<file path="config.mk">
export PLATFORM = sky130hd
export DESIGN_NAME = conv_sequencer
export DESIGN_NICKNAME = d
export VERILOG_FILES = /design/src/rtl/conv_sequencer.sv
export SDC_FILE = /design/constraint.sdc
export NUM_CORES = 1
export LEC_CHECK = 0
export ABC_AREA = 0
export ABC_CLOCK_PERIOD_IN_PS = 5400
export CAP_MARGIN = 20
export CELL_PAD_IN_SITES_DETAIL_PLACEMENT = 1
export CELL_PAD_IN_SITES_GLOBAL_PLACEMENT = 1
export CORE_MARGIN = 10
export CORE_UTILIZATION = 25
export DETAILED_ROUTE_END_ITERATION = 7
export DONT_BUFFER_PORTS = 1
export PLACE_DENSITY = 0.56
export SLEW_MARGIN = 5
export SYNTH_ARGS = -nofsm -noshare
export SYNTH_HDL_FRONTEND = slang
export SYNTH_SLANG_ARGS = --single-unit
</file>
<file path="constraint.sdc">
create_clock -name clk -period 5.4 [get_ports clk]
set_input_delay 0.81 -clock clk [delete_from_list [all_inputs] [get_ports clk]]
set_output_delay 0.81 -clock clk [all_outputs]
set_load 0.01 [all_outputs]
</file>
<file path="src/rtl/conv_sequencer.sv">
// Layer sequencer for the 8x8 systolic core. For every kernel position it reads
// the weights, loads them into the array, streams the activations, then drains.
module conv_sequencer #(
    parameter int row       = 8,
    parameter int col       = 8,
    parameter int len_kij   = 9,
    parameter int len_nij   = 36,
    parameter int W_BASE    = 0,
    parameter int A_BASE    = 72,
    parameter int ADDR_W    = 7,
    parameter int LOAD_CYC  = 16,
    parameter int DRAIN_CYC = 16
) (
    input  logic              clk,
    input  logic              reset,
    input  logic              start,
    input  logic              tb_sel,
    output logic              i_cen,
    output logic              i_wen,
    output logic [ADDR_W-1:0] i_a,
    output logic              l0_wr,
    output logic              l0_rd,
    output logic              array_load,
    output logic              array_exec,
    input  logic              ofifo_valid,
    output logic              ofifo_rd,
    output logic [3:0]        kij_idx,
    output logic              busy,
    output logic              done
);
    localparam int CNT_W = 8;

    typedef enum logic [2:0] {
        S_IDLE, S_RD_W, S_LD_W, S_RD_A, S_EXEC, S_DRAIN
    } state_t;

    state_t              r_state, w_state_next;
    logic [CNT_W-1:0]    r_cnt, w_cnt_next;
    logic [3:0]          r_kij, w_kij_next;
    logic                r_cen, w_cen_next;
    logic [ADDR_W-1:0]   r_a, w_a_next;
    logic                r_l0_wr, w_l0_wr_next;
    logic                r_l0_rd, w_l0_rd_next;
    logic                r_load, w_load_next;
    logic                r_exec, w_exec_next;
    logic                r_busy, w_busy_next;
    logic                r_done, w_done_next;

    // Outputs are derived from the next state/count and registered, so they
    // line up with the cycle the FSM actually spends in that state/count.
    always_ff @(posedge clk) begin
        if (reset) begin
            r_state <= S_IDLE;
            r_cnt   <= '0;
            r_kij   <= '0;
            r_cen   <= 1'b1;
            r_a     <= '0;
            r_l0_wr <= 1'b0;
            r_l0_rd <= 1'b0;
            r_load  <= 1'b0;
            r_exec  <= 1'b0;
            r_busy  <= 1'b0;
            r_done  <= 1'b0;
        end else begin
            r_state <= w_state_next;
            r_cnt   <= w_cnt_next;
            r_kij   <= w_kij_next;
            r_cen   <= w_cen_next;
            r_a     <= w_a_next;
            r_l0_wr <= w_l0_wr_next;
            r_l0_rd <= w_l0_rd_next;
            r_load  <= w_load_next;
            r_exec  <= w_exec_next;
            r_busy  <= w_busy_next;
            r_done  <= w_done_next;
        end
    end

    always_comb begin
        w_state_next = r_state;
        w_cnt_next   = r_cnt + 1'b1;
        w_kij_next   = r_kij;
        case (r_state)
            S_IDLE: begin
                w_cnt_next = '0;
                w_kij_next = '0;
                if (start && !tb_sel) w_state_next = S_RD_W;
            end
            S_RD_W: if (r_cnt == CNT_W'(row - 1)) begin
                w_state_next = S_LD_W;
                w_cnt_next   = '0;
            end
            S_LD_W: if (r_cnt == CNT_W'(LOAD_CYC - 1)) begin
                w_state_next = S_RD_A;
                w_cnt_next   = '0;
            end
            S_RD_A: if (r_cnt == CNT_W'(len_nij - 1)) begin
                w_state_next = S_EXEC;
                w_cnt_next   = '0;
            end
            S_EXEC: if (r_cnt == CNT_W'(len_nij - 1)) begin
                w_state_next = S_DRAIN;
                w_cnt_next   = '0;
            end
            S_DRAIN: if (r_cnt == CNT_W'(DRAIN_CYC - 1)) begin
                w_cnt_next = '0;
                if (r_kij == 4'(len_kij - 1)) begin
                    w_state_next = S_IDLE;
                    w_kij_next   = '0;
                end else begin
                    w_state_next = S_RD_W;
                    w_kij_next   = r_kij + 1'b1;
                end
            end
            default: begin
                w_state_next = S_IDLE;
                w_cnt_next   = '0;
            end
        endcase

        w_cen_next = !(w_state_next == S_RD_W || w_state_next == S_RD_A);
        w_a_next   = '0;
        if (w_state_next == S_RD_W)
            w_a_next = ADDR_W'(W_BASE + int'(w_kij_next) * row + int'(w_cnt_next));
        else if (w_state_next == S_RD_A)
            w_a_next = ADDR_W'(A_BASE + int'(w_cnt_next));

        // SRAM Q arrives one cycle after the read, so L0 writes trail the reads.
        w_l0_wr_next = (r_state == S_RD_W) || (r_state == S_RD_A);
        w_l0_rd_next = ((w_state_next == S_LD_W) && (w_cnt_next >= CNT_W'(1))
                            && (w_cnt_next <= CNT_W'(row)))
                    || ((w_state_next == S_EXEC) && (w_cnt_next >= CNT_W'(1)))
                    || ((w_state_next == S_DRAIN) && (w_cnt_next == '0));
        w_load_next  = (w_state_next == S_LD_W);
        w_exec_next  = (w_state_next == S_EXEC);
        w_busy_next  = (w_state_next != S_IDLE);
        w_done_next  = (r_state == S_DRAIN) && (w_state_next == S_IDLE);
    end

    assign i_cen      = r_cen;
    assign i_wen      = 1'b1;
    assign i_a        = r_a;
    assign l0_wr      = r_l0_wr;
    assign l0_rd      = r_l0_rd;
    assign array_load = r_load;
    assign array_exec = r_exec;
    assign kij_idx    = r_kij;
    assign busy       = r_busy;
    assign done       = r_done;
    assign ofifo_rd   = ofifo_valid & r_busy;
endmodule

</file>
After elaboration in Yosys (flattened, before gate mapping)
Cells that the tools add are included.
Storage, ports and cells
  bits of input ports: 5
  register bits after elaboration: 29
  output and inout bits: 20
Operators by class
  reduce and logical (&&, ||, !) cells: 18
  add/sub/neg operators: 4
  equality and inequality tests: 14
  $lt $le $gt $ge: 2
  bitwise gates (word level): 1
  mux-type cells: 17
Operators by type and width (number)
  8-bit two-way mux: 3
  8-bit one-hot mux with 3 select lines: 1
  3-bit two-way mux: 6
  3-bit one-hot mux with 6 select lines: 1
  7-bit two-way mux: 2
  3-bit by 2-bit equality test with 1-bit output (second input constant): 4
  3-bit equality test (second input constant): 4
  8-bit by 1-bit adder with 8-bit output (second input constant): 1
  8-bit by 3-bit equality test with 1-bit output (second input constant): 1
  8-bit by 4-bit equality test with 1-bit output (second input constant): 1
  8-bit by 6-bit equality test with 1-bit output (second input constant): 1
  8-bit by 1-bit >= comparator with 1-bit output (second input constant): 1
  8-bit by 4-bit less-or-equal comparator with 1-bit output (second input constant): 1
  8-bit zero test: 1
  4-bit two-way mux: 2
  4-bit one-hot mux with 2 select lines: 1
  7-bit adder: 1
  7-bit adder (first input constant): 1
  3-bit by 1-bit equality test with 1-bit output (second input constant): 2
  1-bit logical AND: 6
  3-bit zero test: 2
  4-bit by 1-bit adder with 4-bit output (second input constant): 1
  4-bit equality test (second input constant): 1
  1-bit logical OR: 4
  5 further kinds: 7

Longest topological paths before layout
  depth after elaboration: 9
  mapped depth: 13
  mapped depth without buffers: 12

Least setup slack after synthesis
No wires, ideal clock.
  path type: reg-to-reg
  start point: register r_cnt[4]
  end point: register r_a[6] (netlist: i_a[6])
  data arrival time: 2.784 ns
  period minus slack after synthesis: 2.871 ns
  required time: 5.313 ns
  buffers on the path: 1
  stages on the path, launching flop included: 13
  setup slack: 2.529 ns
  cells stage by stage: dfxtp_1 > buf_6 > or4_4 > o311ai_4 > a21boi_1 > and2_1 > nor2_1 > ha_1 > a21o_1 > a21oi_1 > nor3_1 > o21a_1 > o31ai_1
Between the ends
  word-level cells in the longest chain between the ends: 6
  elaborated cells between the ends (all ways): 22
  those cells by class: 3 x add/sub; 5 x eq/ne; 14 x mux
RTL lines
  start, declared: RTL line 38  | logic [CNT_W-1:0] r_cnt, w_cnt_next;
  start signal, assigned: RTL line 66  | r_cnt <= w_cnt_next;
  8-bit by 1-bit adder with 8-bit output, or another cell as far along: RTL line 81  | w_cnt_next = r_cnt + 1'b1;
  8-bit two-way mux, on equally long branches
  8-bit one-hot mux with 3 select lines *: RTL line 83  | case (r_state)
  net w_cnt_next[4]: RTL line 38
  7-bit adder: RTL line 126  | w_a_next = ADDR_W'(A_BASE + int'(w_cnt_next));
  7-bit two-way mux: RTL line 125  | else if (w_state_next == S_RD_A)
  7-bit two-way mux *: RTL line 123  | if (w_state_next == S_RD_W)
  end signal, assigned: RTL line 69  | r_a <= w_a_next;
  end, declared: RTL line 41  | logic [ADDR_W-1:0] r_a, w_a_next;
The timed path passes the listed nets; every way through them passes the cells marked *.
A chain may end at the register's enable or synchronous reset.

Worst setup path after layout
  start point: register r_cnt[5]
  end point: register r_a[6] (netlist: i_a[6])
Between the ends
  word-level cells in the longest chain between the ends: 6
  elaborated cells between the ends (all ways): 22
  those cells by class: 3 x add/sub; 5 x eq/ne; 14 x mux
RTL lines (RTL line)
  8-bit by 4-bit equality test with 1-bit output, or another cell as far along: 93, 105
  8-bit two-way mux, on equally long branches
  8-bit one-hot mux with 3 select lines *: 83
  net w_cnt_next[4]: 38
  7-bit adder: 126
  7-bit two-way mux: 125
  7-bit two-way mux *: 123
Marks and branches as above.

==> impl_results.md <==
* CTS HTree Levels at 2
* Root buffer cell: clkbuf_8
* Power Total at between 500 and 600 uW
* CP Cell Sequence: or4_4 > o311ai_4 > a21boi_1 > and2_1 > nor2_1 > ha_1 > a21o_1 > a21oi_1 > nor3_1 > o21a_1 > o31ai_1
* Main area contributors after synthesis: dfxtp_1 35%, nor2_1 5.6%, ha_1 5.2%, xor2_1 3.6%, nand3_1 2.7%
* Die footprint at approximately 10000 sq um
* Total Neg Setup Slack at 0 ns
* Port Buffer Count at 0
* Worst VDD drop at 147 uV
* Clk sink count at 29
* Post-Syn Instances at about 200
* RSZ-0062 raised after global routing: false
* Worst Tran Pin Value at 0.936 ns
* Num rows at 29
* EDFF count, synth at 0
* Final hold violations at 0
* R2R Path End: i_a[6]$_SDFF_PP0_
* Net Sw Frac at 25.5%
* Vias in the first global route at around 1500
* Reg clk slew, reported paths at approximately 0.080 ns
* Hold Buf Count CTS at 0
* Post-route ant nets at 0
* Area share of the largest cell type after synthesis at between 30% and 40%
* Cell family with most CP delay: compound AO/OA/AOI/OAI gates
* Vias at around 1400
* DPL Wire Length at 3.63 mm
* Core ar. at about 6500 sq um
* CP max FO at 10
* CTS tree: yes
* Avg Cell Area, Syn at 8.58 sq um
* Fmax at between 300 and 400 MHz
* Cell with the largest stage delay on the worst path: or4_4
* Largest net degree at the start of global routing at 19
* Hold path endpoint: r_cnt[0]$_SDFF_PP0_
* FFs w/ async S/R, synth at 0%
* Period utilisation layout at between 50% and 60%
* Yosys top cell by area: dfxtp_1
* Synth cell count leaders: 29 x dfxtp_1, 25 x nor2_1, 11 x nand2_1, 9 x nand3_1, 8 x a21oi_1
* Antenna violations before repair at 0
* Setup violators final at 0
* Post-cts resize count at 0
* Via density at ~5.3
* Ys Warns at 0
* Internal at about 390 uW
* Most common cell in the synthesized netlist: dfxtp_1
* Crit path DAT at ~3.4 ns
* Final WL at 4.82 mm
* Clk pwr share at between 40 and 50%
* GPL Wtd Cong at just over 0.8
* Cell variety after synth at 55
* Pins Over Slew Limit at 0
* DRT iter0 DRCs at 60
* CP Capture Type: flip-flop
* Comb pwr share at 8.9%
* Hold Crit Class: reg2reg
* CP Launch Type: flip-flop
* Worst R2R Path Depth at 11
* Net Switching at 132 uW
* Run status: finished clean
* Num ports at 25
* Pleak at roughly 0.73 nW
* Post-Syn Area at 1680 sq um
* Synth Register Bits at 29
* Die span in x at about 100 um
* Ant. Diodes at 0
* Worst reg2reg startpoint: r_cnt[5]$_SDFF_PP0_
* Main flop type after synthesis: dfxtp_1
* TritonRoute pass-1 iters at 4
* # nets final at 205
* Post-CTS Repair Setup Buffers at 0
* Worst-skew pair later-pin latency at about 0.29 ns
* Reg power frac at approximately 44%
* HP Start: r_cnt[0]$_SDFF_PP0_
* DR WL/cell at about 18 um
* Placed Area at between 1500 and 2000 sq um
* CTS Buffer Depth at 2
* Max incr delay on CP at roughly 0.60 ns
* Share of cells above drive strength 1 at 6.74%
* GRT Util Overall at 9.86%
* Worst Path Class, Setup: reg2reg
* Filler instances at around 760
* Critical path data required time at 5.60 ns
* Area growth syn-to-layout at 9.00%
* DR DRC count at 0
* Initial Util at about a quarter
* Die H at 102 um
* Post-synth net total at ~210
* Pwr Density at around 280 nW/um^2
* Hold path cells at 1
* Reg2Reg Setup Slack at roughly 2.2 ns
* MaxCap Viol Count at 0
* Post-synthesis sequential area ratio at ~35%
* Post-route cell area at approximately 1800 sq um
* Min Tclk post-route at between 3 and 4 ns
* Final global-route overflow total at 0
* Max_slew headroom at 37.0%
* Cts bufs inserted at 5
* Global-route wire length before repair at around 7.9 mm
* CP Buf/Inv Count at 0
* Clock Skews at around 0.013 ns
## power groups by stage
| stage | clock network, mW | logic [mW] | registers (mW) |
|---|---|---|---|
| 2_1_floorplan | 0 | 0.0401 | 0.230 |
| 3_3_place_gp | 0 | 0.0464 | 0.235 |
| 3_5_place_dp | 0 | 0.0465 | 0.235 |
| 4_1_cts | 0.245 | 0.0469 | 0.230 |
| 5_1_grt | 0.255 | 0.0525 | 0.232 |
| 6_report | 0.242 | 0.0462 | 0.230 |
## flip-flops by register name, indices dropped and copies added, names as in the netlist
name        count
l0_rd           1
r_state         3
i_cen           1
array_load      1
l0_wr           1
array_exec      1
kij_idx         4
busy            1
done            1
i_a             7
r_cnt           8
## placed cells by master (no fill, tap or decap), drive strengths merged, types with 2 or more instances in the layout
cell    instances
dfxtp          29
nor2           25
nand2          11
nand3           9
a21oi           8
inv             7
xor2            7
and2            7
nor3            7
ha              7
o21ai           7
clkbuf          7
and3            5
a31oi           3
nor3b           3
nor4b           3
nor2b           2
nand3b          2
nand4           2
nor4            2
a22o            2
nand2b          2
a41o            2
xnor2           2
a211oi          2
a311oi          2
o211a           2
o221ai          2
o2111a          2
o21a            2
or4             2
## worst max path at each step
stage | start | to | slack (ns) | cells after the start
after floorplan | r_cnt[4]$_SDFF_PP0_ | i_a[6]$_SDFF_PP0_ | 2.53 | 12
final | r_cnt[5]$_SDFF_PP0_ | i_a[6]$_SDFF_PP0_ | 2.21 | 11
after CTS | r_cnt[5]$_SDFF_PP0_ | i_a[6]$_SDFF_PP0_ | 2.19 | 11
after detailed placement | r_cnt[5]$_SDFF_PP0_ | i_a[6]$_SDFF_PP0_ | 2.22 | 11
after global placement | r_cnt[4]$_SDFF_PP0_ | i_a[6]$_SDFF_PP0_ | 2.33 | 11
after global routing | r_cnt[5]$_SDFF_PP0_ | i_a[6]$_SDFF_PP0_ | 1.96 | 11
## cells by family (layout without fill, tap and decap cells)
kind of cell	Yosys count	in the layout	synth area share, %
simple gates	84	84	27.2
compound gates	45	45	20.9
flops	29	29	34.5
other cells	1	1	0.223
buf+inv	19	16	5.43
fa+ha+maj	8	8	6.40
xor+xnor	9	9	4.69
mux	1	1	0.595
## layer usage
layer	vias to the layer above	wire length, um	global-route usage (%)
met5	-	0	0
met4	0	47	2.93
li1	704	-	-
met3	4	293	3.78
met1	684	2390	13.2
met2	30	2090	14.3
## worst register-to-register path, delay by kind of cell (launching register included)
kind | cells | cell delay, ns
compound gates | 6 | 1.31
flops | 1 | 0.41
simple gates | 4 | 1.06
fa+ha+maj | 1 | 0.31
## layout make-up
type	count	area (sq um)	share of cell area, %
flip-flops and latches	29	581	31.7
clock inverters	1	30.0	1.64
multi-input cells	148	1010	55.1
clock buffers	7	86.3	4.71
inverters	8	30.0	1.64
well taps	77	96.3	5.26
## stage by stage
stage                     instances  util (%)  hold WS, ns  worst slack [ns]
after global placement          262      26.6        0.472              2.33
after CTS                       270      28.4        0.501              2.19
after floorplan                 196         -        0.445              2.53
after detailed placement        262      26.6        0.485              2.22
after global routing            270      28.4        0.535              1.96
final                           270      28.4        0.495              2.21
Power figures use the tool's default switching activity.
